--- config.mk ---
export PLATFORM = sky130hd
export DESIGN_NAME = if_id_buffer
export DESIGN_NICKNAME = d
export VERILOG_FILES = /design/src/rtl/if_id_buffer.sv
export SDC_FILE = /design/constraint.sdc
export NUM_CORES = 1
export LEC_CHECK = 0
export BUFFER_PORTS_ARGS = -buffer_cell sky130_fd_sc_hd__buf_4
export CORE_ASPECT_RATIO = 0.5
export CORE_MARGIN = 3
export CORE_UTILIZATION = 30
export CTS_BUF_LIST = sky130_fd_sc_hd__clkbuf_8 sky130_fd_sc_hd__clkbuf_16
export CTS_CLUSTER_SIZE = 14
export DETAILED_ROUTE_END_ITERATION = 10
export PLACE_DENSITY_LB_ADDON = 0.15
export SLEW_MARGIN = 20
export SYNTH_ARGS = -nofsm -noshare
export SYNTH_HDL_FRONTEND = slang
export SYNTH_SLANG_ARGS = --single-unit
--- constraint.sdc ---
create_clock -name clk_i -period 18.9 [get_ports clk_i]
set_input_delay 1.89 -clock clk_i [delete_from_list [all_inputs] [get_ports clk_i]]
set_output_delay 1.89 -clock clk_i [all_outputs]
set_load 0.03 [all_outputs]
--- src/rtl/if_id_buffer.sv ---
// Fetch-to-decode elastic buffer: in-order FIFO of {pc, instr} pairs with
// valid/ready handshakes on both sides and a flush for taken branches.
// The head entry drives decode directly. When empty, pc_o reads 0 and
// instr_o reads NOP.
module if_id_buffer #(
  parameter int unsigned       XLEN  = 32,
  parameter int unsigned       DEPTH = 2,
  parameter logic [XLEN-1:0]   NOP   = 32'h0000_0013,
  localparam int unsigned      CW    = $clog2(DEPTH + 1),
  localparam int unsigned      PW    = $clog2(DEPTH)
) (
  input  logic            clk_i,
  input  logic            rst_i,
  input  logic            valid_i,
  input  logic [XLEN-1:0] pc_i,
  input  logic [XLEN-1:0] instr_i,
  output logic            ready_o,
  output logic            valid_o,
  output logic [XLEN-1:0] pc_o,
  output logic [XLEN-1:0] instr_o,
  input  logic            ready_i,
  input  logic            flush_i,
  output logic [CW-1:0]   count_o
);

  localparam logic [CW-1:0] FULL_COUNT = CW'(DEPTH);

  logic [CW-1:0]   count_q, count_d;
  logic [PW-1:0]   wr_ptr_q, wr_ptr_d;
  logic [PW-1:0]   rd_ptr_q, rd_ptr_d;
  logic [XLEN-1:0] pc_mem_q    [DEPTH];
  logic [XLEN-1:0] instr_mem_q [DEPTH];
  logic            push, pop;

  // Handshake flags; ready/valid come from the registered count only, so
  // there is no combinational path from ready_i to ready_o.
  assign ready_o = (count_q != FULL_COUNT);
  assign valid_o = (count_q != '0);
  assign push    = valid_i & ready_o & ~flush_i;
  assign pop     = valid_o & ready_i & ~flush_i;
  assign count_o = count_q;

  // Head entry drives decode; an empty buffer presents a bubble.
  assign pc_o    = valid_o ? pc_mem_q[rd_ptr_q]    : '0;
  assign instr_o = valid_o ? instr_mem_q[rd_ptr_q] : NOP;

  // Next-state for occupancy and pointers; flush dominates push and pop.
  always_comb begin
    // NOTE: every always_comb output gets a default first so no path through
    // the block leaves it unassigned, which would infer a latch.
    count_d  = count_q;
    wr_ptr_d = wr_ptr_q;
    rd_ptr_d = rd_ptr_q;
    if (flush_i) begin
      count_d  = '0;
      wr_ptr_d = '0;
      rd_ptr_d = '0;
    end else begin
      // DEPTH is a power of two, so the natural PW-bit overflow wraps
      // DEPTH-1 -> 0.
      if (push) wr_ptr_d = wr_ptr_q + PW'(1);
      if (pop)  rd_ptr_d = rd_ptr_q + PW'(1);
      unique case ({push, pop})
        2'b10:   count_d = count_q + CW'(1);
        2'b01:   count_d = count_q - CW'(1);
        default: count_d = count_q;
      endcase
    end
  end

  // Occupancy and pointer registers, cleared immediately by async reset.
  always_ff @(posedge clk_i or posedge rst_i) begin
    // NOTE: state registers use non-blocking assignments so every flop
    // samples the pre-edge values, independent of statement order.
    if (rst_i) begin
      count_q  <= '0;
      wr_ptr_q <= '0;
      rd_ptr_q <= '0;
    end else begin
      count_q  <= count_d;
      wr_ptr_q <= wr_ptr_d;
      rd_ptr_q <= rd_ptr_d;
    end
  end

  // Entry storage: written on push, never cleared on pop.
  always_ff @(posedge clk_i) begin
    // NOTE: storage has no reset on purpose; count and pointers alone decide
    // validity, and the outputs are masked while empty.
    if (push) begin
      pc_mem_q[wr_ptr_q]    <= pc_i;
      instr_mem_q[wr_ptr_q] <= instr_i;
    end
  end

endmodule

# == Word-level counts from Yosys, hierarchy flattened ==
# Memory sizes are Yosys's and may differ from the RTL's.
# Cells that the tools add are included.
# classes
reduce_logical,4
muxes,10
eq_ne,3
n_bitwise,5
addsub,4
# op_table
operator,count
$mux 32,2
$mux 1,6
$reduce_bool 2->1,3
$and 1x1->1,4
$pmux 2 s2,1
$reduce_bool 3->1,1
$add 1x1->1 const B,2
$add 2x1->2 const B,1
$eq 2x1->1 const B,1
$eq 2x2->1 const B,1
$mux 2,1
$ne 2x2->1 const B,1
$sub 2x1->2 const B,1
$not 1->1,1
# word_totals
word_cells,31
ramBits,128
output_inout_bits,68
ff_bits,4
n_memories,2
in_bits,69
# mem_list
name,depth,width,rd,rd_ports_with_merged_regs,wr,line_no,text
instr_mem_q,2,32,1,0,1,32,logic [XLEN-1:0] instr_mem_q [DEPTH];
pc_mem_q,2,32,1,0,1,31,logic [XLEN-1:0] pc_mem_q [DEPTH];

# == Logic depth before layout (Yosys ltp) ==
# Gate-level depths: netlist (run 1).
# depth
word_depth,6
depth_mapped,4
depth_no_buf,4

# == Least setup slack after synthesis (run 1) ==
# OpenSTA, ideal clock, no wires.
# synth_path
path_kind,input to register
startpoint,in valid_i
endpoint,mem instr_mem_q[1][0] (enable)
stages,2
slack_ps,11700
arrival_time_ps,6621
path_buffers,0
setup_time_ps,579
required_ps,18321
cell_sequence,nand2_1 > nor3b_1
# synth_via
elab_chain_len,4
# synth_lines
element,line_no,text
start: declaration,14,"input logic valid_i,"
$and 1x1->1 (2 in series),39,assign push = valid_i & ready_o & ~flush_i;
$mux 1,90,if (push) begin
$mux 1 (not written as such),92,instr_mem_q[wr_ptr_q] <= instr_i;
end: declaration,32,
# Every way passes these cells.

# == Worst setup path after layout (run 1) ==
# layout_path
startpoint,reg rd_ptr_q
endpoint,out instr_o[9]
# layout_via
elab_chain_len,2
# layout_lines
element,line_no,text
start: declaration,30,"logic [PW-1:0] rd_ptr_q, rd_ptr_d;"
start signal: assignment,82,rd_ptr_q <= rd_ptr_d;
$mem_v2 2x32,-,
$mux 32,45,assign instr_o = valid_o ? instr_mem_q[rd_ptr_q] : NOP;
end: declaration,20,"output logic [XLEN-1:0] instr_o,"
# Every way passes these cells.

==> results of run 1 <==
## power groups by stage
| stage | Clock (mW) | Combinational [mW] | Sequential, mW |
|---|---|---|---|
| 6_report | 0.380 | 0.0913 | 0.339 |
| 3_3_place_gp | 0 | 0.0928 | 0.345 |
| 5_1_grt | 0.404 | 0.0987 | 0.340 |
| 4_1_cts | 0.391 | 0.0935 | 0.339 |
| 3_5_place_dp | 0 | 0.0934 | 0.345 |
| 2_1_floorplan | 0 | 0.0563 | 0.344 |
## layer usage
metal  wire length [µm]  part of all wire  GRT usage
met1               4550              0.42      0.137
met2               5680              0.53      0.212
met3                448             0.042     0.0298
met4                104            0.0096     0.0443
met5                  0                 0          0
## kinds of logic (layout without fill, tap and decap cells)
| family | count (synthesis) | after routing | share of synthesized area |
|---|---|---|---|
| AO/OA/AOI/OAI | 8 | 8 | 0.00963 |
| multiplexers | 65 | 65 | 0.128 |
| buffers and inverters | 17 | 178 | 0.0225 |
| flip-flops | 132 | 132 | 0.778 |
| XOR/XNOR | 1 | 1 | 0.00173 |
| AND/OR/NAND/NOR | 74 | 74 | 0.0593 |
## final cells by class
cell class / instances / area, µm² / area share
clock buffer: 17 / 425 / 0.0606
clock inverter: 15 / 264 / 0.0376
inverter: 4 / 15.0 / 0.00214
multi-input combinational: 148 / 1020 / 0.146
sequential: 132 / 3950 / 0.562
tap: 221 / 277 / 0.0394
timing repair buffer: 142 / 1070 / 0.152
## metrics by stage
step / cell area, µm² / util / hold slack, ns / cells / power (mW)
after CTS: 7020 / 0.439 / 0.594 / 679 / 0.823
after global routing: 7020 / 0.439 / 0.642 / 679 / 0.842
after global placement: 6330 / 0.396 / 0.582 / 647 / 0.437
after floorplan: 5070 / - / 0.530 / 297 / 0.400
after detailed placement: 6330 / 0.396 / 0.588 / 647 / 0.438
final: 7020 / 0.439 / 0.585 / 679 / 0.810
## synth_stat cells, drive strengths merged
master	count
o211ai	1
or2	1
xor2	1
edfxtp	128
nand3b	1
nor2	63
nor2b	1
a21o	1
or3	1
buf	13
nor3b	2
nor3	1
o21ai	2
inv	4
dfrtp	4
mux2i	65
nand2	4
a21oi	4
## worst min-delay path: cells and delay by family (launching register included)
kind / cells / cell delay, ns
flops: 1 / 0.40
compound gates: 2 / 0.14
## sequential cells by signal (all words and copies together) (netlist names)
name / cells
count_o: 2
pc_mem_q: 64
instr_mem_q: 64
wr_ptr_q: 1
rd_ptr_q: 1
## worst paths after layout
path,startpoint,end,cells after the start
worst max register to register,count_o[1],instr_mem_q[1][2],5
worst max-delay path,rd_ptr_q,instr_o[9],4
max in group asynchronous,rst_i,rd_ptr_q,2
worst min-delay path,wr_ptr_q,wr_ptr_q,2
min in group asynchronous,rst_i,count_o[1],2
worst min register to register,wr_ptr_q,wr_ptr_q,2
==> flow_metrics.py, run 1 <==
metrics = {
    "route": {
        "avgViaCountPerCell": 4.31,
        "drt_iter0_drc": 118,
        "via_count": 2925,
        "firstDrtPassIters": 4,
        "drc": 0,
        "avgRoutedWirePerCell_um": 15.9,
        "drtAntennaViolNets": 0,
        "wirelength_um": 10800,
    },
    "floorplanning": {
        "core-area_mm2": 0.0160,
        "dieWidth_um": 190,
        "dieArea_mm2": 0.0186,
        "io_pins": 137,
        "rows": 32,
        "start_util": 0.317,
        "die_h_um": 97.9,
    },
    "clock_tree": {
        "post-cts-setup-buffer-count": 0,
        "clk_pin_slew_ns": 0.05,
        "cts_buffer_depth": 2,
        "post_cts_resize_count": 0,
        "cts_made_buffers": 17,
        "cts_root_buf": "clkbuf_16",
        "cts_hold_buffers": 0,
        "htreeDepth": 4,
        "clock_sinks": 132,
        "clock_latency_ns": 0.40,
        "cts_tree": "yes",
    },
    "global_route": {
        "grt_pass1_vias": 3218,
        "grt-ovfl-total": 0,
        "grt_start_max_net_pins": 52,
        "grt_antenna_before_repair": 0,
        "grt_first_pass_wirelength_um": 16800,
        "grt_usage": 0.118,
    },
    "final_layout": {
        "area_delta_synth_final_pct": 38.5,
        "nNetsFinal": 514,
        "final_common_cell": "buf_4",
        "diodes": 0,
        "fillers": 1483,
        "drive_gt1_frac": 0.389,
        "final_cell_mix": "142 x buf_4, 128 x edfxtp_1, 65 x mux2i_1",
    },
    "critical_path": {
        "crit_path_max_fanout": 45,
        "slowest_delay_ns": 0.74,
        "cp_num_buf_inv": 2,
        "startpoint_type": "flip-flop",
        "setup.worst_path.end_class": "output pin",
        "worstSetupPathType": "flip-flop to output pin",
        "r2r_slack_ns": 16.79,
        "critPathTopFamily": "buffers and inverters",
        "path_cells": "buf_4, mux2i_1, nor2_1, buf_4",
        "crit_top_cell": "buf_4",
        "required_ns": 17.01,
        "cp.arrival_ns": 2.39,
        "cpMaxStageDelayCell": "buf_4",
    },
    "worst_hold_path": {
        "min_path_type": "flip-flop to flip-flop",
    },
    "timing": {
        "tightest_slew_ns": 0.851,
        "fin_setup_tns_ns": 0,
        "rsz0062_at_grt": "false",
        "setup_viol": 0,
        "finalCriticalPeriod_ns": 4.28,
        "max_slew_margin": 0.433,
        "period_share": 0.226,
        "skew_ns": 0.0114,
        "fmaxAchievable_mhz": 234,
        "layout_setup_ws_ns": 14.62,
        "slew_viol_final": 0,
        "finalHoldViolCount": 0,
    },
    "power": {
        "p_switching_mw": 0.180,
        "pwr-share-clk": 0.469,
        "swShare": 0.222,
        "p_leak_nw": 2.62,
        "seq_power_share": 0.418,
        "intPower_mw": 0.630,
        "combPwrFrac": 0.113,
        "ir_worst_vdd_v": 0.0000532,
        "power_density_mw_per_mm2": 115,
    },
    "synth": {
        "synth_seq_cells": 132,
        "ys_warn_count": 0,
        "yosys.area.top_type": "edfxtp_1",
        "syn-cell-area_mm2": 0.00507,
        "syn_nets": 366,
        "synth_area_per_cell_um2": 17.1,
        "synth_top_area_share": 0.759,
        "ys_seq_area_frac": 0.778,
        "yosysUniqueCellTypes": 23,
        "syn-instance-count": 297,
        "synth_area_leaders": "edfxtp_1 76%, mux2i_1 13%, nor2_1 4.6%, dfrtp_1 2.0%, buf_6 1.1%",
    },
    "placed_design": {
        "globalplace.congestion": 0.689,
        "pre_cts_ws_ns": 15.00,
        "dp_hpwl_um": 6780,
        "io_buffers": 136,
    },
    "job": {
        "max_cap_violations": 0,
    },
    "status": {
        "status": "finished clean",
    },
}
Note: power is estimated with default switching activity, not from simulation.
==> inputs of run 2 (changes only) <==
--- a/config.mk
+++ b/config.mk
@@ -5,6 +5,7 @@
 export SDC_FILE = /design/constraint.sdc
 export NUM_CORES = 1
 export LEC_CHECK = 0
+export ABC_AREA = 1
 export BUFFER_PORTS_ARGS = -buffer_cell sky130_fd_sc_hd__buf_4
 export CORE_ASPECT_RATIO = 0.5
 export CORE_MARGIN = 3
==> constraint.sdc (replaced) <==
create_clock -name clk_i -period 4 [get_ports clk_i]
set_input_delay 0.4 -clock clk_i [delete_from_list [all_inputs] [get_ports clk_i]]
set_output_delay 0.4 -clock clk_i [all_outputs]
set_load 0.03 [all_outputs]
==> run 2 against run 1 <==
Compared with the run above: total power rose to 6.3 times the previous value; largest power group is now combinational logic; worst hold slack got worse by 0.41 ns; clock skew fell by 0.0025 ns; die area decreased by 0.97%; largest cell class unchanged; routed wire length grew 8.3%; register-to-register slack got worse by 15 ns; final cell count rose by 12%.
==> flow_metrics.py, run 2 <==
metrics = {
    "global_route": {
        "grt-ovfl-total": 0,
        "grt_start_max_net_pins": 65,
        "grt_antenna_before_repair": 0,
        "top_usage_layer": "met2",
        "gr-usage-met2": 0.229,
        "grt_first_pass_wirelength_um": 18100,
        "grtUsageMet3": 0.0454,
        "met1_usage": 0.151,
        "grt_pass1_vias": 3382,
        "grt_usage": 0.130,
    },
    "clock_tree": {
        "cts_made_buffers": 17,
        "clock_latency_ns": 0.40,
        "clock_sinks": 132,
        "clk_pin_slew_ns": 0.06,
        "cts_buffer_depth": 2,
        "htreeDepth": 4,
        "post_cts_resize_count": 0,
        "cts_tree": "yes",
        "cts_root_buf": "clkbuf_16",
    },
    "synth": {
        "yosysUniqueCellTypes": 16,
        "synth.most_common_cell": "nand2_1",
        "synth_area_per_cell_um2": 13.1,
        "async_flop_share": 0.0303,
        "synth-edff-count": 128,
        "syn-instance-count": 383,
        "synth_top_area_share": 0.766,
        "synth_ff_type": "edfxtp_1",
        "ys_warn_count": 0,
        "synth_area_leaders": "edfxtp_1 77%, nand2_1 11%, a21oi_1 6.2%, dfrtp_1 2.0%, buf_2 1.8%",
        "ys_seq_area_frac": 0.786,
        "syn-cell-area_mm2": 0.00501,
        "synth_seq_cells": 132,
        "syn_nets": 452,
        "ys_top_cells_by_count": "143 x nand2_1, 128 x edfxtp_1, 62 x a21oi_1, 18 x buf_2, 8 x inv_1",
        "yosys.area.top_type": "edfxtp_1",
    },
    "worst_hold_path": {
        "hold_start": "instr_i[5]",
        "whs_endpoint": "instr_mem_q[1][5]",
        "whs_path_depth": 1,
        "min_path_type": "input port to flip-flop",
    },
    "timing": {
        "skew_ns": 0.00880,
        "finalHoldViolCount": 0,
        "slew_viol_final": 0,
        "tightest_slew_ns": 0.838,
        "fin_setup_tns_ns": 0,
        "max_slew_margin": 0.441,
        "setup_viol": 0,
        "finalCriticalPeriod_ns": 2.66,
        "fmaxAchievable_mhz": 376,
        "rsz0062_at_grt": "false",
        "period_share": 0.665,
    },
    "critical_path": {
        "required_ns": 3.60,
        "startpoint_type": "flip-flop",
        "r2r_slack_ns": 1.77,
        "worstReg2RegStart": "count_o[0]",
        "setup.worst_path.end_class": "output pin",
        "timing.rr.end": "pc_mem_q[0][4]",
        "worstSetupPathType": "flip-flop to output pin",
        "reg2reg_depth": 7,
        "crit_path_max_fanout": 47,
        "cp.arrival_ns": 2.26,
    },
    "route": {
        "avgViaCountPerCell": 4.34,
        "avgRoutedWirePerCell_um": 15.4,
        "via_count": 3300,
        "drc": 0,
        "firstDrtPassIters": 4,
        "drt_iter0_drc": 172,
        "drtAntennaViolNets": 0,
        "wirelength_um": 11700,
    },
    "final_layout": {
        "area_delta_synth_final_pct": 37.3,
        "ff_latch_area_mm2": 0.00395,
        "drive_gt1_frac": 0.341,
        "fillers": 1486,
        "stdcell_count": 760,
        "final_util": 0.433,
        "diodes": 0,
        "final_cell_mix": "143 x nand2_1, 143 x buf_4, 128 x edfxtp_1",
        "nNetsFinal": 595,
        "multiInputGateArea_um2": 952,
    },
    "power": {
        "p_leak_nw": 2.73,
        "power_density_mw_per_mm2": 738,
        "ir_worst_vdd_v": 0.000325,
        "power_mw": 5.08,
    },
    "floorplanning": {
        "core-area_mm2": 0.0159,
        "dieArea_mm2": 0.0184,
        "start_util": 0.315,
        "dieWidth_um": 189,
        "io_pins": 137,
        "die_h_um": 97.4,
        "rows": 32,
    },
    "status": {
        "status": "finished clean",
    },
    "placed_design": {
        "numPlacedInstances": 727,
        "io_buffers": 136,
        "dp_hpwl_um": 7070,
        "globalplace.congestion": 0.731,
    },
    "job": {
        "max_cap_violations": 0,
    },
}
==> run 2: cell count changes after synthesis, moves of 2 or more <==
cell	previous run	this run
nand3_1	0	5
nor2_1	62	2
nand2_2	0	3
inv_1	3	8
nor3b_1	2	0
buf_6	5	0
mux2i_1	65	0
nand2_1	4	143
a21oi_1	3	62
buf_2	7	18
clkbuf_1	0	2
==> run 2: final cells by class <==
cell class,count,area share
sequential,132,0.573
clock buffer,17,0.0618
tap,221,0.0402
clock inverter,15,0.0242
multi-input combinational,221,0.138
timing repair buffer,144,0.157
inverter,10,0.00545
==> run 2: stage by stage <==
| stage | instance area, µm² | setup WS [ns] | hold slack [ns] |
|---|---|---|---|
| finish | 6890 | 1.34 | 0.178 |
| global route | 6890 | 1.10 | 0.144 |
| CTS | 6890 | 1.23 | 0.155 |
| detailed placement | 6280 | 1.66 | 0.317 |
| global placement | 6280 | 1.68 | 0.311 |
| floorplan | 5020 | 0.0937 | 0.166 |
==> run 2: how the worst max path moves through the flow <==
stage / startpoint / end / slack (ns)
2_1_floorplan: count_o[0] / instr_mem_q[1][0] / 0.09
3_3_place_gp: rd_ptr_q / instr_o[11] / 1.68
3_5_place_dp: rd_ptr_q / instr_o[17] / 1.66
4_1_cts: rd_ptr_q / instr_o[17] / 1.23
5_1_grt: rd_ptr_q / instr_o[11] / 1.10
6_report: rd_ptr_q / instr_o[17] / 1.34
==> run 2: per-layer routing <==
metal	share of wire	vias to the layer above
met5	0	-
met2	0.53	65
met1	0.43	1607
met3	0.040	6
met4	0.0062	0
li1	-	1622
==> run 2: where the power goes <==
part	internal (mW)	switching, mW	total (mW)
Sequential	1.66	0.0406	1.70
Combinational	0.569	1.27	1.83
Clock	0.974	0.574	1.55
==> run 2: kinds of logic after synthesis <==
logic type             share of synthesized area
AND/OR/NAND/NOR                            0.121
flip-flops                                 0.786
AO/OA/AOI/OAI                             0.0656
buffers and inverters                     0.0269
==> run 2: worst max-delay path, stage by stage, from the launching register on <==
cell and delay, ns:
dfrtp_2 0.40, inv_2 0.61, buf_4 0.39, nand2_1 0.08, a21oi_1 0.17, buf_4 0.19
==> run 2: what timing repair did <==
action,in CTS,in global routing
hold buffers,1,0
hold endpoints to repair,4,0
buffers inserted,0,0
==> inputs of run 3 (changes only) <==
==> constraint.sdc (replaced) <==
create_clock -name clk_i -period 2.3 [get_ports clk_i]
set_input_delay 0.23 -clock clk_i [delete_from_list [all_inputs] [get_ports clk_i]]
set_output_delay 0.23 -clock clk_i [all_outputs]
set_load 0.03 [all_outputs]
==> run 3 against run 2 <==
Compared with the run above: combinational power up 83%; worst hold slack worse by 0.16 ns; die area unchanged; critical path depth unchanged; sequential share of layout area down 5.5 points; via count up 6.1%; clock skew down 0.00079 ns; routed wire length up 1.3%; non-clock buffer count up 63; critical path type unchanged; largest power group unchanged.
==> flow_metrics.py, run 3 (synthesized netlist as in run 2, its figures left out) <==
metrics = {
    "power": {
        "p_switching_mw": 3.30,
        "seq_power_share": 0.328,
        "power_density_mw_per_mm2": 1200,
        "intPower_mw": 5.81,
        "pwr-share-clk": 0.305,
        "ir_worst_vdd_v": 0.000574,
        "p_leak_nw": 3.01,
        "swShare": 0.362,
        "combPwrFrac": 0.367,
    },
    "placed_design": {
        "dpl_cell_area_mm2": 0.00636,
        "io_buffers": 136,
        "dp_hpwl_um": 6740,
        "pre_cts_ws_ns": 0.443,
        "globalplace.congestion": 0.749,
        "numPlacedInstances": 727,
    },
    "global_route": {
        "grt_start_max_net_pins": 65,
        "grt_first_pass_wirelength_um": 18700,
        "grt_usage": 0.134,
        "grt-ovfl-total": 0,
        "grt_antenna_before_repair": 0,
        "grt_pass1_vias": 3613,
    },
    "final_layout": {
        "stdcell_count": 823,
        "nNetsFinal": 658,
        "finalInstanceArea_mm2": 0.00762,
        "final_util": 0.480,
        "area_delta_synth_final_pct": 52.0,
        "diodes": 0,
        "drive_gt1_frac": 0.307,
        "final_common_cell": "nand2_1",
        "final_cell_mix": "143 x nand2_1, 137 x buf_4, 128 x edfxtp_1",
        "fillers": 1466,
    },
    "critical_path": {
        "worstReg2RegStart": "count_o[0]",
        "cp.arrival_ns": 1.92,
        "startpoint_type": "flip-flop",
        "required_ns": 2.07,
        "crit_path_max_fanout": 32,
        "path_cells": "inv_2, buf_6, nand2_1, a21oi_1, buf_4",
        "worstSetupPathType": "flip-flop to output pin",
        "cpMaxStageDelayCell": "dfrtp_2",
        "slowest_delay_ns": 0.58,
        "setup.worst_path.end_class": "output pin",
        "startpoint": "rd_ptr_q",
    },
    "clock_tree": {
        "clk_pin_slew_ns": 0.05,
        "htreeDepth": 4,
        "cts_made_buffers": 17,
        "cts_buffer_depth": 2,
        "clock_latency_ns": 0.41,
        "post-cts-setup-buffer-count": 0,
        "cts_root_buf": "clkbuf_16",
        "cts_tree": "yes",
        "clock_sinks": 132,
    },
    "timing": {
        "fmaxAchievable_mhz": 465,
        "tightest_slew_ns": 0.457,
        "max_slew_margin": 0.695,
        "rsz0062_at_grt": "false",
        "finalHoldViolCount": 0,
        "slew_viol_final": 0,
        "finalCriticalPeriod_ns": 2.15,
        "layout_setup_ws_ns": 0.148,
        "skew_ns": 0.00801,
        "setup_viol": 0,
        "period_share": 0.936,
    },
    "floorplanning": {
        "dieWidth_um": 189,
        "rows": 32,
        "core-area_mm2": 0.0159,
        "start_util": 0.315,
        "dieArea_mm2": 0.0184,
        "io_pins": 137,
        "die_h_um": 97.4,
    },
    "route": {
        "avgViaCountPerCell": 4.25,
        "firstDrtPassIters": 4,
        "avgRoutedWirePerCell_um": 14.4,
        "via_count": 3501,
        "drtAntennaViolNets": 0,
        "drt_iter0_drc": 151,
        "wirelength_um": 11800,
        "drc": 0,
    },
    "worst_hold_path": {
        "hold_start": "pc_i[31]",
        "min_path_type": "input port to flip-flop",
    },
    "status": {
        "status": "finished clean",
    },
    "job": {
        "max_cap_violations": 0,
    },
}
-- run 3: worst paths after layout --
path	slack, ns	endpoint	cells after the start
min in group asynchronous	0.28	count_o[0]	3
setup / recovery	0.15	instr_o[7]	5
hold / removal	0.02	pc_mem_q[1][31]	1
setup reg to reg	0.56	pc_mem_q[0][17]	7
max in group asynchronous	1.85	rd_ptr_q	3
hold reg to reg	0.58	count_o[0]	2
-- run 3: what timing repair did --
item | CTS | global route
endpoints found under the setup margin | 2 | 0
hold buffers | 63 | 1
gates resized for setup | 1 | 0
endpoints found under the hold margin | 128 | 2
-- run 3: cell type report --
type	instances	area, µm²	area share
sequential	132	3950	0.518
timing repair buffer	207	1780	0.234
multi-input combinational	221	962	0.126
clock buffer	17	425	0.0558
tap	221	277	0.0363
clock inverter	15	190	0.0249
inverter	10	41.3	0.00542
-- run 3: stage by stage --
stage | hold slack, ns | power (mW) | TNS (ns)
final | 0.0214 | 9.12 | 0
after global routing | 0.00127 | 9.60 | 0
after CTS | 0.000324 | 9.25 | 0
after detailed placement | 0.137 | 6.36 | 0
after global placement | 0.141 | 6.35 | 0
after floorplan | -0.00405 | 5.01 | -30.69
-- run 3: critical path, delay by kind of cell (launching register included) --
| kind | cells | cell delay (ns) |
|---|---|---|
| compound gates | 1 | 0.20 |
| buf+inv | 3 | 0.63 |
| flops | 1 | 0.58 |
| simple gates | 1 | 0.09 |
-- run 3: power by group through the flow --
stage	Clock, mW	Sequential, mW	Combinational [mW]
4_1_cts	2.85	2.99	3.41
5_1_grt	2.98	3.01	3.60
2_1_floorplan	0	3.02	1.99
3_5_place_dp	0	3.04	3.32
6_report	2.78	2.99	3.34
3_3_place_gp	0	3.04	3.31
-- run 3: metal layers --
metal  up-vias  share of wire  global-route usage
met2        75           0.52               0.236
met3        15          0.037              0.0339
met1      1659           0.43               0.157
li1       1752              -                   -
met5         -              0                   0
met4         0          0.012              0.0566
